===== src/rtl/lms_pkg.sv =====
`default_nettype none
// ============================================================================
// Module   : lms_pkg
// Brief    : Shared types, default widths and helpers for the LMS tap sequencer.
// Revision : 1.0 - initial release
// ============================================================================
package lms_pkg;

    localparam int DEF_X_W = 16;
    localparam int DEF_E_W = 16;
    localparam int DEF_W_W = 16;
    localparam int SAT_W   = 64;

    typedef enum logic [2:0] {
        IDLE = 3'd0,
        FIRE = 3'd1,
        WAIT = 3'd2,
        SUM  = 3'd3,
        CALC = 3'd4
    } lms_state_t;

    function automatic int clog2(input int n);
        int r;
        r = 0;
        while ((r < 30) && ((1 << r) < n)) r = r + 1;
        return r;
    endfunction

    // Clamp a wide signed value into the range of a w-bit signed number.
    function automatic logic signed [SAT_W-1:0] saturate(input logic signed [SAT_W-1:0] v,
                                                         input int w);
        logic signed [SAT_W-1:0] hi;
        logic signed [SAT_W-1:0] lo;
        hi = (SAT_W'(1) <<< (w - 1)) - SAT_W'(1);
        lo = -hi - SAT_W'(1);
        if (v > hi)      return hi;
        else if (v < lo) return lo;
        else             return v;
    endfunction

endpackage
`default_nettype wire


===== src/rtl/lms_err_calc.sv =====
`default_nettype none
// ============================================================================
// Module   : lms_err_calc
// Brief    : Combinational y = sat(acc >>> Y_SHIFT), e = sat((d - y) >>> MU_SHIFT).
// Revision : 1.0 - initial release
// ============================================================================
module lms_err_calc
    import lms_pkg::*;
#(
    parameter int ACC_W    = 35,
    parameter int X_W      = DEF_X_W,
    parameter int E_W      = DEF_E_W,
    parameter int Y_SHIFT  = 15,
    parameter int MU_SHIFT = 4
) (
    input  logic signed [ACC_W-1:0] acc,
    input  logic signed [X_W-1:0]   d,
    output logic signed [X_W-1:0]   y,
    output logic signed [E_W-1:0]   e
);

    logic signed [ACC_W-1:0] w_acc_sh;
    logic signed [X_W:0]     w_diff;
    logic signed [X_W:0]     w_diff_sh;

    assign w_acc_sh  = acc >>> Y_SHIFT;
    assign y         = X_W'(saturate(SAT_W'(w_acc_sh), X_W));
    // One extra bit keeps d - y exact before the step-size shift.
    assign w_diff    = (X_W+1)'(d) - (X_W+1)'(y);
    assign w_diff_sh = w_diff >>> MU_SHIFT;
    assign e         = E_W'(saturate(SAT_W'(w_diff_sh), E_W));

endmodule
`default_nettype wire


===== src/rtl/lms_tap_sequencer.sv =====
`default_nettype none
// ============================================================================
// Module   : lms_tap_sequencer
// Brief    : Per-sample controller for an array of LMS tap units: delay line,
//            tap handshake with timeout, serial product sum and error update.
//            Optional macro LMS_ADAPT_GATE_EN adds adapt_en to freeze taps.
// Revision : 1.0 - initial release
// ============================================================================
module lms_tap_sequencer
    import lms_pkg::*;
#(
    parameter int NUM_TAPS = 8,
    parameter int X_W      = DEF_X_W,
    parameter int E_W      = DEF_E_W,
    parameter int W_W      = DEF_W_W,
    parameter int Y_SHIFT  = 15,
    parameter int MU_SHIFT = 4,
    parameter int TIMEOUT  = 15
) (
    input  logic                          clk,
    input  logic                          rst_n,
    input  logic                          in_valid,
    output logic                          in_ready,
    input  logic [X_W-1:0]                x_in,
    input  logic [X_W-1:0]                d_in,
    output logic                          tap_en,
    output logic [NUM_TAPS*X_W-1:0]       tap_xin,
    output logic [E_W-1:0]                tap_err,
    input  logic [NUM_TAPS*(X_W+W_W)-1:0] tap_yout,
    input  logic [NUM_TAPS-1:0]           tap_update,
    output logic                          out_valid,
    output logic [X_W-1:0]                y_out,
    output logic [E_W-1:0]                e_out,
    output logic                          fault
`ifdef LMS_ADAPT_GATE_EN
    ,
    input  logic                          adapt_en
`endif
);

    localparam int c_P_W   = X_W + W_W;
    localparam int c_ACC_W = c_P_W + clog2(NUM_TAPS);
    localparam int c_IDX_W = clog2(NUM_TAPS);
    localparam int c_CNT_W = clog2(TIMEOUT + 1);

    lms_state_t                r_state;
    lms_state_t                w_next_state;
    logic [X_W-1:0]            r_dline [NUM_TAPS];
    logic signed [X_W-1:0]     r_d;
    logic [E_W-1:0]            r_err;
    logic signed [c_ACC_W-1:0] r_acc;
    logic [c_IDX_W-1:0]        r_idx;
    logic [c_CNT_W-1:0]        r_cnt;
    logic [NUM_TAPS-1:0]       r_seen;
    logic [X_W-1:0]            r_y;
    logic [E_W-1:0]            r_e;
    logic                      r_out_valid;
    logic                      r_fault;

    logic signed [c_P_W-1:0]   w_yout [NUM_TAPS];
    logic [NUM_TAPS-1:0]       w_seen_now;
    logic                      w_all_seen;
    logic                      w_timeout;
    logic                      w_sum_last;
    logic signed [X_W-1:0]     w_y;
    logic signed [E_W-1:0]     w_e;

    genvar k;
    generate
        for (k = 0; k < NUM_TAPS; k++) begin : g_tap
            assign tap_xin[k*X_W +: X_W] = r_dline[k];
            assign w_yout[k]             = tap_yout[k*c_P_W +: c_P_W];
        end
    endgenerate

    // Bits arriving this cycle count, so the mask test looks at the merged value.
    assign w_seen_now = r_seen | tap_update;
    assign w_all_seen = &w_seen_now;
    assign w_timeout  = (r_cnt == c_CNT_W'(TIMEOUT - 1));
    assign w_sum_last = (r_idx == c_IDX_W'(NUM_TAPS - 1));

    lms_err_calc #(
        .ACC_W    (c_ACC_W),
        .X_W      (X_W),
        .E_W      (E_W),
        .Y_SHIFT  (Y_SHIFT),
        .MU_SHIFT (MU_SHIFT)
    ) u_err_calc (
        .acc (r_acc),
        .d   (r_d),
        .y   (w_y),
        .e   (w_e)
    );

    always_ff @(posedge clk or negedge rst_n) begin
        if (!rst_n) r_state <= IDLE;
        else        r_state <= w_next_state;
    end

    always_comb begin
        w_next_state = r_state;
        case (r_state)
            IDLE: if (in_valid) w_next_state = FIRE;
            FIRE: w_next_state = WAIT;
            WAIT: begin
                if (w_all_seen)     w_next_state = SUM;
                else if (w_timeout) w_next_state = IDLE;
            end
            SUM:  if (w_sum_last) w_next_state = CALC;
            CALC: w_next_state = IDLE;
            default: w_next_state = IDLE;
        endcase
    end

    always_comb begin
        in_ready = 1'b0;
        tap_en   = 1'b0;
        case (r_state)
            IDLE:    in_ready = 1'b1;
            FIRE:    tap_en   = 1'b1;
            default: ;
        endcase
    end

    always_ff @(posedge clk or negedge rst_n) begin
        if (!rst_n) begin
            for (int i = 0; i < NUM_TAPS; i++) r_dline[i] <= '0;
            r_d         <= '0;
            r_err       <= '0;
            r_acc       <= '0;
            r_idx       <= '0;
            r_cnt       <= '0;
            r_seen      <= '0;
            r_y         <= '0;
            r_e         <= '0;
            r_out_valid <= 1'b0;
            r_fault     <= 1'b0;
        end else begin
            r_out_valid <= 1'b0;
            case (r_state)
                IDLE: begin
                    if (in_valid) begin
                        r_dline[0] <= x_in;
                        for (int i = 1; i < NUM_TAPS; i++) r_dline[i] <= r_dline[i-1];
                        r_d <= d_in;
                    end
                end
                FIRE: begin
                    r_seen <= '0;
                    r_cnt  <= '0;
                    r_acc  <= '0;
                    r_idx  <= '0;
                end
                WAIT: begin
                    r_seen <= w_seen_now;
                    r_cnt  <= r_cnt + c_CNT_W'(1);
                    if (!w_all_seen && w_timeout) r_fault <= 1'b1;
                end
                SUM: begin
                    r_acc <= r_acc + c_ACC_W'(w_yout[r_idx]);
                    r_idx <= r_idx + c_IDX_W'(1);
                end
                CALC: begin
                    r_y         <= w_y;
                    r_e         <= w_e;
                    r_err       <= w_e;
                    r_out_valid <= 1'b1;
                end
                default: ;
            endcase
        end
    end

`ifdef LMS_ADAPT_GATE_EN
    assign tap_err = adapt_en ? r_err : '0;
`else
    assign tap_err = r_err;
`endif

    assign out_valid = r_out_valid;
    assign y_out     = r_y;
    assign e_out     = r_e;
    assign fault     = r_fault;

endmodule
`default_nettype wire


===== config.mk =====
export PLATFORM = sky130hd
export DESIGN_NAME = lms_tap_sequencer
export DESIGN_NICKNAME = d
export VERILOG_FILES = /design/src/rtl/lms_pkg.sv /design/src/rtl/lms_err_calc.sv /design/src/rtl/lms_tap_sequencer.sv
export SDC_FILE = /design/constraint.sdc
export NUM_CORES = 1
export LEC_CHECK = 0
export ABC_AREA = 1
export BUFFER_PORTS_ARGS = -buffer_cell sky130_fd_sc_hd__buf_2
export CORE_AREA = 3 3 182 255
export CTS_CLUSTER_SIZE = 10
export DETAILED_ROUTE_END_ITERATION = 6
export DIE_AREA = 0 0 185 258
export GPL_ROUTABILITY_DRIVEN = 0
export PLACE_DENSITY = 0.51
export SLEW_MARGIN = 20
export SYNTH_ARGS = -nofsm -noshare
export SYNTH_HDL_FRONTEND = slang
export SYNTH_SLANG_ARGS = --single-unit

===== constraint.sdc =====
create_clock -name clk -period 6.2 [get_ports clk]
set_input_delay 1.24 -clock clk [delete_from_list [all_inputs] [get_ports clk]]
set_output_delay 1.24 -clock clk [all_outputs]
set_load 0.03 [all_outputs]

# --- Yosys cells after proc, flatten, opt, wreduce, memory -nomap -nowiden ---
# Cells that the tools add are included.
totals:
  register_bits: 231
  in_bits: 299
  out_inout_bits: 180
  wordCells: 66
classes:
  n_addsub: 4
  magnitude_cmp: 5
  n_eq_ne: 9
  muxes: 19
  n_bitwise: 2
  reduce_logical: 9
op_table:
  columns: ["operator", "n"]
  rows:
  - ["binary-select mux 32 bit (select 3 bit)", 1]
  - ["one-hot mux 35 bit (2 select lines)", 1]
  - ["two-way mux 16 bit", 4]
  - ["two-way mux 32 bit", 2]
  - ["adder 35 x 32 -> 35 bit", 1]
  - ["> comparator 20 x 16 -> 1 bit (second input constant)", 1]
  - ["< comparator 20 x 16 -> 1 bit (second input constant)", 1]
  - ["subtractor 16 x 16 -> 17 bit", 1]
  - ["> comparator 13 x 16 -> 1 bit (second input constant)", 1]
  - ["< comparator 13 x 16 -> 1 bit (second input constant)", 1]
  - ["one-hot mux 8 bit (2 select lines)", 1]
  - ["two-way mux 3 bit", 4]
  - ["one-hot mux 3 bit (4 select lines)", 1]
  - ["bitwise OR 8 bit", 1]
  - ["one-hot mux 4 bit (2 select lines)", 1]
  - ["AND reduction 8 bit", 1]
  - ["equality test 3 x 2 -> 1 bit (second input constant)", 2]
  - ["equality test 3 bit (second input constant)", 2]
  - ["one-hot mux 3 bit (2 select lines)", 1]
  - ["adder 4 x 1 -> 4 bit (second input constant)", 1]
  - ["equality test 4 bit (second input constant)", 1]
  - [">= comparator 4 bit (second input constant)", 1]
  - ["inequality test 2 bit (second input constant)", 2]
  - ["NOT 3 -> 4 bit", 1]
  - ["10 further kinds", 14]

# --- Longest topological paths before layout ---
depth:
  depth_word: 7
  mapped_depth: 22
  mapped_depth_nobuf: 19

# --- Modules after synthesis ---
# Synthesis repeated with hierarchy kept, for this count alone.
hier_totals:
  hier_cells: 2006
  hier_area_um2: 14592.7
by_module_without_submodules:
  columns: ["mod", "instances", "cells_per_inst", "area_per_inst_um2"]
  rows:
  - ["lms_tap_sequencer", 1, 1793, 13496.7]
  - ["lms_err_calc", 1, 213, 1096.1]

# --- Least setup slack after synthesis ---
# No wires, ideal clock.
synth_path:
  path_kind: "input -> register"
  startpoint: "input port tap_yout[160]"
  endpoint: "register r_acc[22]"
  setup_ps: 127
  t_arrival_ps: 3199
  required_ps: 6073
  slack_ps: 2874
  path_stages: 15
  path_buffers: 0
  cell_sequence: "o21ai_0 o22ai_1 nor2_1 a31oi_1 ha_1 fa_1 nand3_1 nand2_1 a21oi_1 o21ai_0 a21o_1 nand2_1 nand2_1 nor2_1 o22ai_1"
synth_between:
  elab_chain_cells: 5
synth_lines:
  columns: ["element", "line_no", "source"]
  rows:
  - ["from (decl)", "lms_tap_sequencer.sv:29", "input logic [NUM_TAPS*(X_W+W_W)-1:0] tap_yout,"]
  - ["binary-select mux 32 bit (select 3 bit)", "lms_tap_sequencer.sv:160", "r_acc <= r_acc + c_ACC_W'(w_yout[r_idx]);"]
  - ["two-way mux 32 bit (not written as such) (2 in series)", "lms_tap_sequencer.sv:160", null]
  - ["adder 35 x 32 -> 35 bit", "lms_tap_sequencer.sv:160", null]
  - ["one-hot mux 35 bit (2 select lines)", "lms_tap_sequencer.sv:140", "case (r_state)"]
  - ["to (signal assigned)", "lms_tap_sequencer.sv:160", null]
  - ["to (decl)", "lms_tap_sequencer.sv:51", "logic signed [c_ACC_W-1:0] r_acc;"]
# Every way passes these cells. The select of a mux whose other input is x is not followed.
# A chain may end at the register's enable or synchronous reset.

# --- Final worst setup path ---
layout_path:
  startpoint: "register r_idx[0]"
  endpoint: "register r_acc[29]"
layout_between:
  elab_chain_cells: 6
layout_lines:
  columns: ["element", "line_no", "source"]
  rows:
  - ["from (decl)", "lms_tap_sequencer.sv:52", "logic [c_IDX_W-1:0] r_idx;"]
  - ["from (signal assigned)", "lms_tap_sequencer.sv:161", "r_idx <= r_idx + c_IDX_W'(1);"]
  - ["NOT 3 -> 4 bit (not written as such)", "lms_tap_sequencer.sv:160", null]
  - ["binary-select mux 32 bit (select 3 bit)", "lms_tap_sequencer.sv:160", null]
  - ["two-way mux 32 bit (not written as such) (2 in series)", "lms_tap_sequencer.sv:160", null]
  - ["adder 35 x 32 -> 35 bit", "lms_tap_sequencer.sv:160", null]
  - ["one-hot mux 35 bit (2 select lines)", "lms_tap_sequencer.sv:140", null]
# Every way passes these cells. The select of a mux whose other input is x is not followed.

==> impl_metrics.ini <==
[min_path]
whs_path_depth = 2
hp-start = tap_xin[122]$_DFFE_PN0P_
holdPathEnd = tap_xin[122]$_DFFE_PN0P_
hold_class = reg2reg

[floorplan]
core_area_um2 = 44200
start_util_pct = 30.9
dieArea_um2 = 47700
ios = 479
row_count = 91
die_w_um = 185
die_h_um = 258

[worst_setup_path]
path_class = reg2reg
worstPathMaxFanout = 60
r2r-start = r_idx[0]$_DFFE_PN0P_
start_kind = flip-flop
crit_top_cell = nand2_1
cp-end-kind = flip-flop
cpPeakStageDelay_ns = 0.78
arrival_ns = 4.97
cp.required_ns = 6.63
cp_slowest_cell = dfrtp_4
crit_chain = clkinv_2 -> o21ai_0 -> a31oi_1 -> ha_1 -> a21oi_1 -> nand2_1 -> a21oi_1 -> inv_1 -> nand2_1 -> nand2_1 -> a21oi_1 -> inv_1 -> nand3_1 -> nand3b_1 -> nand3_1 -> nand2_1
r2r-end = r_acc[29]$_DFFE_PN0P_
r2r_setup_slack_ns = 1.66
r2r_cells = 16

[synth]
synth_common_cells = 375 x nor2_1, 325 x nand2_1, 287 x o21ai_0
ys_top_cells_by_area = dfrtp_1 42%, o21ai_0 11%, nor2_1 10%, nand2_1 8.9%, a21oi_1 4.7%
syn_nets = 2229
synthMostInstantiatedCell = nor2_1
synth.top_cell.area_share_pct = 42.0
synth_warnings = 0
ys_ff_latch = 229
postSynth.asyncResetShare_pct = 100
synth-main-ff-cell = dfrtp_1
netlist_instances = 1881
synth_cell_types = 41
ys_seq_area_share_pct = 42.0
yosysTopAreaCell = dfrtp_1
synth-edff-count = 0
syn_area_per_cell_um2 = 7.25
syn_area_um2 = 13600

[route]
drtIter0Drc = 1074
via_per_inst = 5.00
dr.pass1.iters = 5
route.detailed.drc = 0
antenna_left = 0
vias = 14300
wl_um = 52000
wl_per_cell_um = 18.2

[timing]
drv_slew = 0
rsz0062_at_grt = false
worstMarginPinSlew_ns = 1.08
finalSetupTns_ns = 0
setup_slack_ns = 1.66
skew_ns = 0.0215
timing.hold.ws_ns = 0.476
period_share_pct = 73.3
setup_viol = 0
fin_crit_ns = 4.54
finalHoldViolCount = 0
slew_headroom_pct = 27.7
fmax_mhz = 220

[final_layout]
final_util_pct = 38.9
nNetsFinal = 2636
instances_no_fill = 2859
fin_area_um2 = 17200
layout-drive-gt1-share_pct = 24.5
area_growth_pct = 26.0
fillers = 4777

[grt]
grt.total_usage_pct = 21.0
grt_max_degree = 124
grt_overflow_total = 0
grt_pass1_vias = 14000
grt_pass1_wl_um = 79000
antenna_found_initial = 6

[place]
dp_hpwl_um = 40700
port_buffers = 478
dp_cells = 2816
post-place-ws_ns = 1.70
placed_area_um2 = 16400

[pwr]
power.share.sequential_pct = 24.3
p_int_mw = 5.24
swShare_pct = 53.8
power_frac_clock_pct = 13.0
p_total_mw = 11.3
p_sw_mw = 6.11
p_per_area_nw_per_um2 = 660
vdd.ir_drop.worst_mv = 0.299
pwr-share-comb_pct = 62.7
p_leak_nw = 8.93

[cts]
cts_made_buffers = 28
hold_buffers = 0
cts_root_buf = clkbuf_16
cts.htree.levels = 1
cts_resized = 0
clk_pin_slew_worst_paths_ns = 0.06
clkSinkCount = 229
cts_tree = built
clk_path_buf_depth = 3
cts_setup_buffers = 0
clk-insertion-delay-late_ns = 0.56

[run_status]
status = complete, no violations

[flow_run]
drv_cap = 0
critical path, delay by kind of cell, from the launching register on:
kind	cells	cell delay [ns]
AO/OA/AOI/OAI	5	1.64
AND/OR/NAND/NOR	7	0.66
adder cells (fa/ha/maj)	1	0.42
buffers and inverters	3	0.89
flip-flops	1	0.78
power groups by stage:
stage | combinational (mW) | clock (mW) | sequential, mW
final | 7.11 | 1.48 | 2.76
after global routing | 7.91 | 1.59 | 2.86
after CTS | 7.14 | 1.54 | 2.78
after detailed placement | 7.12 | 0 | 2.79
after global placement | 7.09 | 0 | 2.76
after floorplan | 4.19 | 0 | 3.61
logic make-up (layout without fill, tap and decap cells):
logic type / count (synthesis) / after routing / synth area share [%]
buffers and inverters: 263 / 678 / 7.86
AO/OA/AOI/OAI: 521 / 521 / 20.6
adder cells (fa/ha/maj): 49 / 49 / 4.55
other: 0 / 5 / 0
AND/OR/NAND/NOR: 792 / 792 / 23.1
XOR/XNOR: 15 / 15 / 0.964
multiplexers: 12 / 12 / 0.991
flip-flops: 229 / 229 / 42.0
final cells by class:
cell class              count  area (µm²)  area share (%)
multi-input cells        1389        6840            39.8
well taps                 558         698            4.06
diodes                      5        12.5          0.0728
clock inverters             3        43.8           0.255
repair buffers            487        2510            14.6
inverters                 153         576            3.35
flip-flops and latches    229        5740            33.4
clock buffers              35         767            4.46
placed cells by master (no fill, tap or decap), types with 4 or more instances in the layout:
cell       count
a21o_1         8
a21oi_1      128
a22o_1         4
a31oi_1       36
buf_2        477
buf_4          6
clkbuf_16     28
clkbuf_8       4
dfrtp_1      227
diode_2        5
ha_1          48
inv_1        147
inv_2          4
mux2_2        12
nand2_1      324
nand2_2        9
nand3_1       46
nand3b_1       4
nand4_1        7
nor2_1       375
nor2_2         4
nor3_1        12
o21ai_0      287
o21bai_1       5
o22ai_1       34
or2_2          5
xnor2_1        6
xor2_1         9
registers in the layout, summed over array words and instances (netlist names), 3 cells and up:
| signal | count |
|---|---|
| r_acc | 35 |
| e_out | 14 |
| y_out | 16 |
| r_d | 16 |
| tap_xin | 128 |
| r_state | 3 |
| r_cnt | 4 |
| r_idx | 3 |
| r_seen | 8 |
worst max-delay path by stage:
stage                         startpoint                     to  slack, ns  cells after the start
finish              r_idx[0]$_DFFE_PN0P_  r_acc[29]$_DFFE_PN0P_       1.66                     16
global route        r_idx[0]$_DFFE_PN0P_  r_acc[22]$_DFFE_PN0P_       1.20                     16
CTS                 r_idx[0]$_DFFE_PN0P_  r_acc[22]$_DFFE_PN0P_       1.67                     15
detailed placement  r_idx[0]$_DFFE_PN0P_  r_acc[22]$_DFFE_PN0P_       1.70                     15
global placement    r_idx[0]$_DFFE_PN0P_  r_acc[19]$_DFFE_PN0P_       1.80                     20
floorplan                  tap_yout[160]  r_acc[22]$_DFFE_PN0P_       2.87                     15
metal layers:
layer | track usage (%) | share of wire, % | wire length (µm)
met5 | 0 | 0.019 | 10
met4 | 5.80 | 2.6 | 1360
met1 | 26.2 | 40 | 20600
met2 | 36.3 | 50 | 26100
met3 | 4.55 | 7.6 | 3950
Note: power is estimated with default switching activity, not from simulation.
